`src/rtl/seq_serializer.sv`:
```
// Purpose: parallel-to-serial source; shifts the low L bits of a captured word out MSB-first.
// Latency: first bit on ser_out one cycle after the din handshake; each bit held DIV unpaused cycles.
// Backpressure: din_ready is low for the whole word; pause freezes bit timing and holds outputs.
module seq_serializer #(
  parameter int   WIDTH      = 29,
  parameter int   LEN_W      = 5,
  parameter int   DIV        = 1,
  parameter logic IDLE_LEVEL = 1'b0
) (
  input  logic             clk,
  input  logic             rst,
  input  logic [WIDTH-1:0] din,
  input  logic [LEN_W-1:0] len,
  input  logic             din_valid,
  output logic             din_ready,
  input  logic             pause,
  output logic             ser_out,
  output logic             ser_valid,
  output logic             done,
  output logic [7:0]       word_cnt
);

  // A 1-bit DIV counter is kept for DIV==1 so the compare logic stays well formed.
  localparam int               DIV_W    = (DIV > 1) ? $clog2(DIV) : 1;
  localparam logic [DIV_W-1:0] DIV_LAST = DIV_W'(DIV - 1);
  localparam logic [LEN_W-1:0] WIDTH_L  = LEN_W'(WIDTH);

  typedef enum logic {ST_IDLE, ST_SHIFT} state_t;

  state_t           state, state_nxt;
  logic [WIDTH-1:0] shreg, shreg_nxt;
  logic [WIDTH-1:0] loaded, shifted;
  logic [LEN_W-1:0] eff_len;
  logic [LEN_W-1:0] bit_cnt, bit_cnt_nxt;
  logic [DIV_W-1:0] div_cnt, div_cnt_nxt;
  logic             ser_out_nxt, ser_valid_nxt, done_nxt;
  logic [7:0]       word_cnt_nxt;

  assign din_ready = (state == ST_IDLE);

  // Clamp the requested length and left-align the word so the next bit is always shreg[WIDTH-1].
  always_comb begin
    eff_len = len;
    if ((len == '0) || (len > WIDTH_L)) begin
      eff_len = WIDTH_L;
    end
    loaded  = din << (WIDTH_L - eff_len);
    shifted = shreg << 1;
  end

  // Next-state and registered-output values; everything holds unless a rule below fires.
  always_comb begin
    state_nxt     = state;
    shreg_nxt     = shreg;
    bit_cnt_nxt   = bit_cnt;
    div_cnt_nxt   = div_cnt;
    ser_out_nxt   = ser_out;
    ser_valid_nxt = ser_valid;
    done_nxt      = 1'b0;
    word_cnt_nxt  = word_cnt;
    case (state)
      ST_IDLE: begin
        ser_out_nxt   = IDLE_LEVEL;
        ser_valid_nxt = 1'b0;
        if (din_valid) begin
          state_nxt     = ST_SHIFT;
          shreg_nxt     = loaded;
          bit_cnt_nxt   = eff_len;
          div_cnt_nxt   = '0;
          ser_out_nxt   = loaded[WIDTH-1];
          ser_valid_nxt = 1'b1;
        end
      end
      ST_SHIFT: begin
        if (!pause) begin
          if (div_cnt == DIV_LAST) begin
            div_cnt_nxt = '0;
            if (bit_cnt == LEN_W'(1)) begin
              state_nxt     = ST_IDLE;
              ser_out_nxt   = IDLE_LEVEL;
              ser_valid_nxt = 1'b0;
              done_nxt      = 1'b1;
              word_cnt_nxt  = word_cnt + 8'd1;
            end else begin
              bit_cnt_nxt = bit_cnt - LEN_W'(1);
              shreg_nxt   = shifted;
              ser_out_nxt = shifted[WIDTH-1];
            end
          end else begin
            div_cnt_nxt = div_cnt + DIV_W'(1);
          end
        end
      end
      default: state_nxt = ST_IDLE;
    endcase
  end

  // State and output registers with synchronous active-low reset; reset abandons any word in flight.
  always_ff @(posedge clk) begin
    if (!rst) begin
      state     <= ST_IDLE;
      shreg     <= '0;
      bit_cnt   <= '0;
      div_cnt   <= '0;
      ser_out   <= IDLE_LEVEL;
      ser_valid <= 1'b0;
      done      <= 1'b0;
      word_cnt  <= '0;
    end else begin
      state     <= state_nxt;
      shreg     <= shreg_nxt;
      bit_cnt   <= bit_cnt_nxt;
      div_cnt   <= div_cnt_nxt;
      ser_out   <= ser_out_nxt;
      ser_valid <= ser_valid_nxt;
      done      <= done_nxt;
      word_cnt  <= word_cnt_nxt;
    end
  end

endmodule

```
`config.mk`:
```
export PLATFORM = sky130hd
export DESIGN_NAME = seq_serializer
export DESIGN_NICKNAME = d
export VERILOG_FILES = /design/src/rtl/seq_serializer.sv
export SDC_FILE = /design/constraint.sdc
export NUM_CORES = 1
export LEC_CHECK = 0
export ABC_AREA = 1
export ABC_CLOCK_PERIOD_IN_PS = 2300
export CELL_PAD_IN_SITES_DETAIL_PLACEMENT = 1
export CELL_PAD_IN_SITES_GLOBAL_PLACEMENT = 2
export CORE_MARGIN = 1
export CORE_UTILIZATION = 27
export DETAILED_ROUTE_END_ITERATION = 8
export PLACE_DENSITY = 0.88
export SLEW_MARGIN = 15
export SYNTH_ARGS = -nofsm -noshare
export SYNTH_HDL_FRONTEND = slang
export SYNTH_SLANG_ARGS = --single-unit
```
`constraint.sdc`:
```
create_clock -name clk -period 2.3 [get_ports clk]
set_clock_uncertainty 0.05 [all_clocks]
set_input_delay 0.23 -clock clk [delete_from_list [all_inputs] [get_ports clk]]
set_output_delay 0.23 -clock clk [all_outputs]
set_load 0.1 [all_outputs]
```
---- After elaboration in Yosys (flattened, before gate mapping) ----
Index checks and enable logic that the tools add are counted.
storage, ports and cells
  input port bits ......................... 38
  logic and storage cells ................. 62
  flip-flop bits (word level) ............. 46
cells by class
  mux-type cells .......................... 30
  bitwise operators ....................... 4
  equality and inequality tests ........... 6
  add/sub/neg operators ................... 4
  $lt $le $gt $ge ......................... 1
  reductions and logical operators ........ 8
  shifts and indexed selects .............. 1
operator list
  kind                 count
  $mux 28              4
  $pmux 28 s2          1
  $shl 29x5->29        1
  $mux 5               5
  $mux 1               15
  $pmux 5 s2           1
  $add 8x1->8 const B  1
  $ne 2x2->1 const B   4
  $pmux 1 s2           4
  $reduce_and 4->1     2
  $eq 5x1->1 const B   1
  $gt 5x5->1 const B   1
  $logic_not 5->1      1
  $sub 5x1->5 const B  1
  $sub 5x5->5 const A  1
  $not 1->1            4
  $reduce_and 2->1     2
  $reduce_or 4->1      1
  $reduce_and 3->1     1
  $ne 2x1->1 const B   1
  $add 1x1->1 const B  1
  $logic_or 1x1->1     1

---- Logic depth before layout (Yosys ltp) ----
  depth after elaboration ................. 7
  depth in mapped cells ................... 19
  depth with buffers taken out ............ 16

---- Worst setup path before layout ----
Ideal clock, no wire load.
  path kind ............................... input to register
  from .................................... input len[2]
  to ...................................... register shreg[17]
  setup time .............................. 132 ps
  required time ........................... 2118 ps
  path slack .............................. 93 ps
  stages .................................. 15
  arrival ................................. 2025 ps
  path buffers ............................ 4
  path through ............................ inv_1 -> nand3_2 -> buf_6 -> nand3_2 -> inv_2 -> buf_6 -> buf_6 -> ha_1 -> nand3_1 -> nand2_2 -> inv_2 -> clkbuf_1 -> nand3_1 -> o211ai_1 -> a21oi_1
on the way
  longest elaborated chain between the ends .. 7
  elaborated cells on any way between the ends .. 8
  those cells by class .................... add/sub (1); order compare (1); shift (1); mux (3); reduce/logical (2)
RTL lines
  element                                        RTL line  text
  from (decl)                                    13        input logic [LEN_W-1:0] len,
  $gt 5x5->1 or $logic_not 5->1 (tied branches)  44        if ((len == '0) || (len > WIDTH_L)) begin
  $logic_or 1x1->1                               44
  $mux 5 (*)                                     44
  $sub 5x5->5 (*)                                47        loaded = din << (WIDTH_L - eff_len);
  $shl 29x5->29 (*)                              47
  $mux 28 (*)                                    65        if (din_valid) begin
  $pmux 28 s2 (*)                                61        case (state)
  to (signal assigned)                           111       shreg <= shreg_nxt;
  to (decl)                                      31        logic [WIDTH-1:0] shreg, shreg_nxt;
Mark *: on every way between the ends. The rest lies on a longest branch, timed or not. The select of a mux whose other input is x is not followed.
A chain may end at the register's enable or synchronous reset.

---- Worst setup path after layout ----
  from .................................... input len[4]
  to ...................................... register shreg[15]
Same word-level chain as after synthesis.

==> metrics.csv <==
metric;value;unit
outcome;finished, final reports clean;
final total power;3093;uW
WP data arrival;2310;ps
Power Density;628.0;mW/mm^2
Site Rows;42;
Remaining DRCs;0;
H-tree depth;2;
Mapped Nets;667;
total CTS buffers;5;
xor/xnor cell area share of the yosys netlist;0;%
post-synthesis mux area share;0;%
Max Buffers Root-to-Sink;2;
clock latency on the worst-skew pair;290;ps
Net Sw Power;1134;uW
post-detail-place hpwl;10.78;mm
Final Non-Filler Cells;869;
Max Freq;457.6;MHz
final-report max-slew violation count;0;
Switching Fraction;36.64;%
clock root buffer;clkbuf_16;
DR vias/cell;5.329;
Synth Area in Compound Gates;17.20;%
Placer Congestion;0.8814;
# IOs;50;
fillers;1785;
CTS tree;yes;
nets;734;
CP Capture Type;flip-flop;
share of layout cells above drive strength 1;14.29;%
commonest cells in the synthesized netlist;nand3_1 (159), nand2_1 (117), a21oi_1 (59), inv_1 (59), dfxtp_1 (45);
kind of critical path;in -> reg;
part of the power in registers;30.0;%
Post-synth EDFFs;0;
Final Hold Fails;0;
VDD IR max;0.0002763;V
Simple-Gate Fraction of Synth Area;43.87;%
worst slew margin relative to its limit;59.42;%
RSZ-0062 raised after global routing;false;
First DRT Iteration DRCs;262;
dpl cells;859;
largest family of logic cells by synthesized area;simple AND/OR/NAND/NOR gates;
port bufs;49;
most common cell in the netlist;nand3_1;
Tmin final;2186;ps
fraction of registers with async set/reset;0;%
Mapped Avg Cell Area;6.042;um^2
Final Routed Wirelength;14.32;mm
#FFs+latches synth;45;
Max-Cap Viols;0;
Primary FF master, synth;dfxtp_1;
grt ovf;0;
ANT nets after route;0;
core area;0.01345;mm^2
vias in the first global route;4724;
Die Y;120.3;um
fin util;36.62;%
Clock Sinks;45;
Starting Density;28.07;%
post-synth top area share;23.86;%
Area Growth Syn to Fin;30.45;%
crit-path max FO;15;
Worst-Margin Slew;605.0;ps
Setup violations, final;0;
post-route clock period utilization;95.02;%
DRT Pass-1 Iters;4;
die area;0.01446;mm^2
Gate Count Post-Synth;625;
first-pass GRT wire length;23.94;mm
# diodes;0;
Synth Area in Adders;1.325;%
P_leak;0.002268;uW
pin count of the biggest net entering global routing;33;
yosys warns;0;
GRT Total Usage;20.34;%
Hold Slack;423.1;ps
clock network power share;30.9;%
via count;4631;
register area share after synthesis;23.86;%
Routed WL per cell;16.47;um
initial antenna violation count;0;
type of the worst min-delay path;reg -> reg;
leading area contributor after synthesis;dfxtp_1;
CP startpoint kind;input port;
die width;120.3;um
synth unique cells;35;
Gate power share;39.0;%
Area contributors post-synth;dfxtp_1 (24%), nand3_1 (21%), nand2_1 (12%);
CTS clk-pin slew, worst paths;70;ps
Internal Power;1960;uW
synthesized area;0.003776;mm^2
WP data required;2420;ps
-- placed cells by master (no fill, tap or decap), types with 2 or more instances in the layout --
| cell type | instances |
|---|---|
| o21ai_1 | 3 |
| dfxtp_1 | 45 |
| o211ai_1 | 6 |
| nand2_1 | 115 |
| o311ai_0 | 2 |
| ha_1 | 3 |
| nor2_2 | 3 |
| inv_2 | 6 |
| o21a_1 | 4 |
| nand2_2 | 3 |
| nor2_1 | 29 |
| buf_6 | 4 |
| inv_1 | 59 |
| o21ai_0 | 31 |
| nand3_1 | 159 |
| buf_4 | 55 |
| a21oi_1 | 59 |
| clkbuf_16 | 6 |
| buf_12 | 6 |
| bufinv_16 | 2 |
| nand4_1 | 30 |
| clkdlybuf4s50_1 | 36 |
| a31oi_1 | 7 |
| nand3_2 | 3 |
-- path summary, 6_finish.rpt --
kind	startpoint	end	slack [ps]	cells past startpoint
max	len[4]	shreg[15]$_SDFFE_PN0P_	110	13
min	ser_valid$_SDFFE_PN0P_	ser_valid$_SDFFE_PN0P_	420	1
max reg2reg	bit_cnt[1]$_SDFFE_PN0P_	word_cnt[7]$_SDFFE_PN0P_	330	10
min reg2reg	ser_valid$_SDFFE_PN0P_	ser_valid$_SDFFE_PN0P_	420	1
-- final cells by class --
class                      count  area, um^2  share of cell area (%)
clock buffer                   5       125.1                   2.540
clock inverter                 3       68.82                   1.397
inverter                      67       254.0                   5.156
multi-input combinational    470        2381                   48.34
sequential                    45       900.9                   18.29
tap                          176       220.2                   4.470
timing repair buffer         103       975.9                   19.81
-- metal layers --
metal	vias to the layer above	share of wire, %	track usage, %
met4	0	1.1	3.858
met2	64	50	36.17
met3	13	2.0	1.792
met5	-	0	0
li1	2285	-	-
met1	2269	47	26.73
-- worst max-delay path: stages --
cell and delay (ps):
clkdlybuf4s50_1 440, nor2_1 140, nand3_2 150, buf_4 180
nand3_4 110, buf_12 160, nand2_1 90, o21ai_4 90
nand2_1 100, nand3_1 100, nand2_2 90, o211ai_1 290
a21oi_1 100
-- registers in the layout, indices dropped and copies added (netlist names) --
register / flops
bit_cnt: 5
shreg: 28
word_cnt: 8
ser_out: 1
ser_valid: 1
state: 1
done: 1
-- logic make-up (layout without fill, tap and decap cells) --
family	after synthesis	in the layout
simple gates	350	350
compound gates	116	116
buf+inv	110	178
flops	45	45
fa+ha+maj	4	4
-- repair_timing --
action | 4_1_cts | 5_1_grt
endpoints found under the hold margin | 0 | 0
hold buffers | 0 | 0
setup buffers | 0 | 1
setup endpoints to repair | 0 | 18
gates resized for setup | 0 | 14
-- metrics by stage --
| stage | setup WS, ps | TNS, ps | instance area, um^2 |
|---|---|---|---|
| floorplan | 92.51 | 0 | 3776 |
| global placement | -201.2 | -1612 | 4654 |
| detailed placement | -241.4 | -3786 | 4654 |
| CTS | 44.44 | 0 | 4848 |
| global route | 3.071 | 0 | 4926 |
| finish | 114.5 | 0 | 4926 |
-- power by group through the flow --
stage,registers [uW],logic [uW],clock network (uW)
6_report,929,1210,957
5_1_grt,940,1340,996
4_1_cts,928,1190,964
3_5_place_dp,944,1180,0
3_3_place_gp,939,1150,0
2_1_floorplan,963,731,0
No activity file was read; power rests on OpenSTA's default activity.
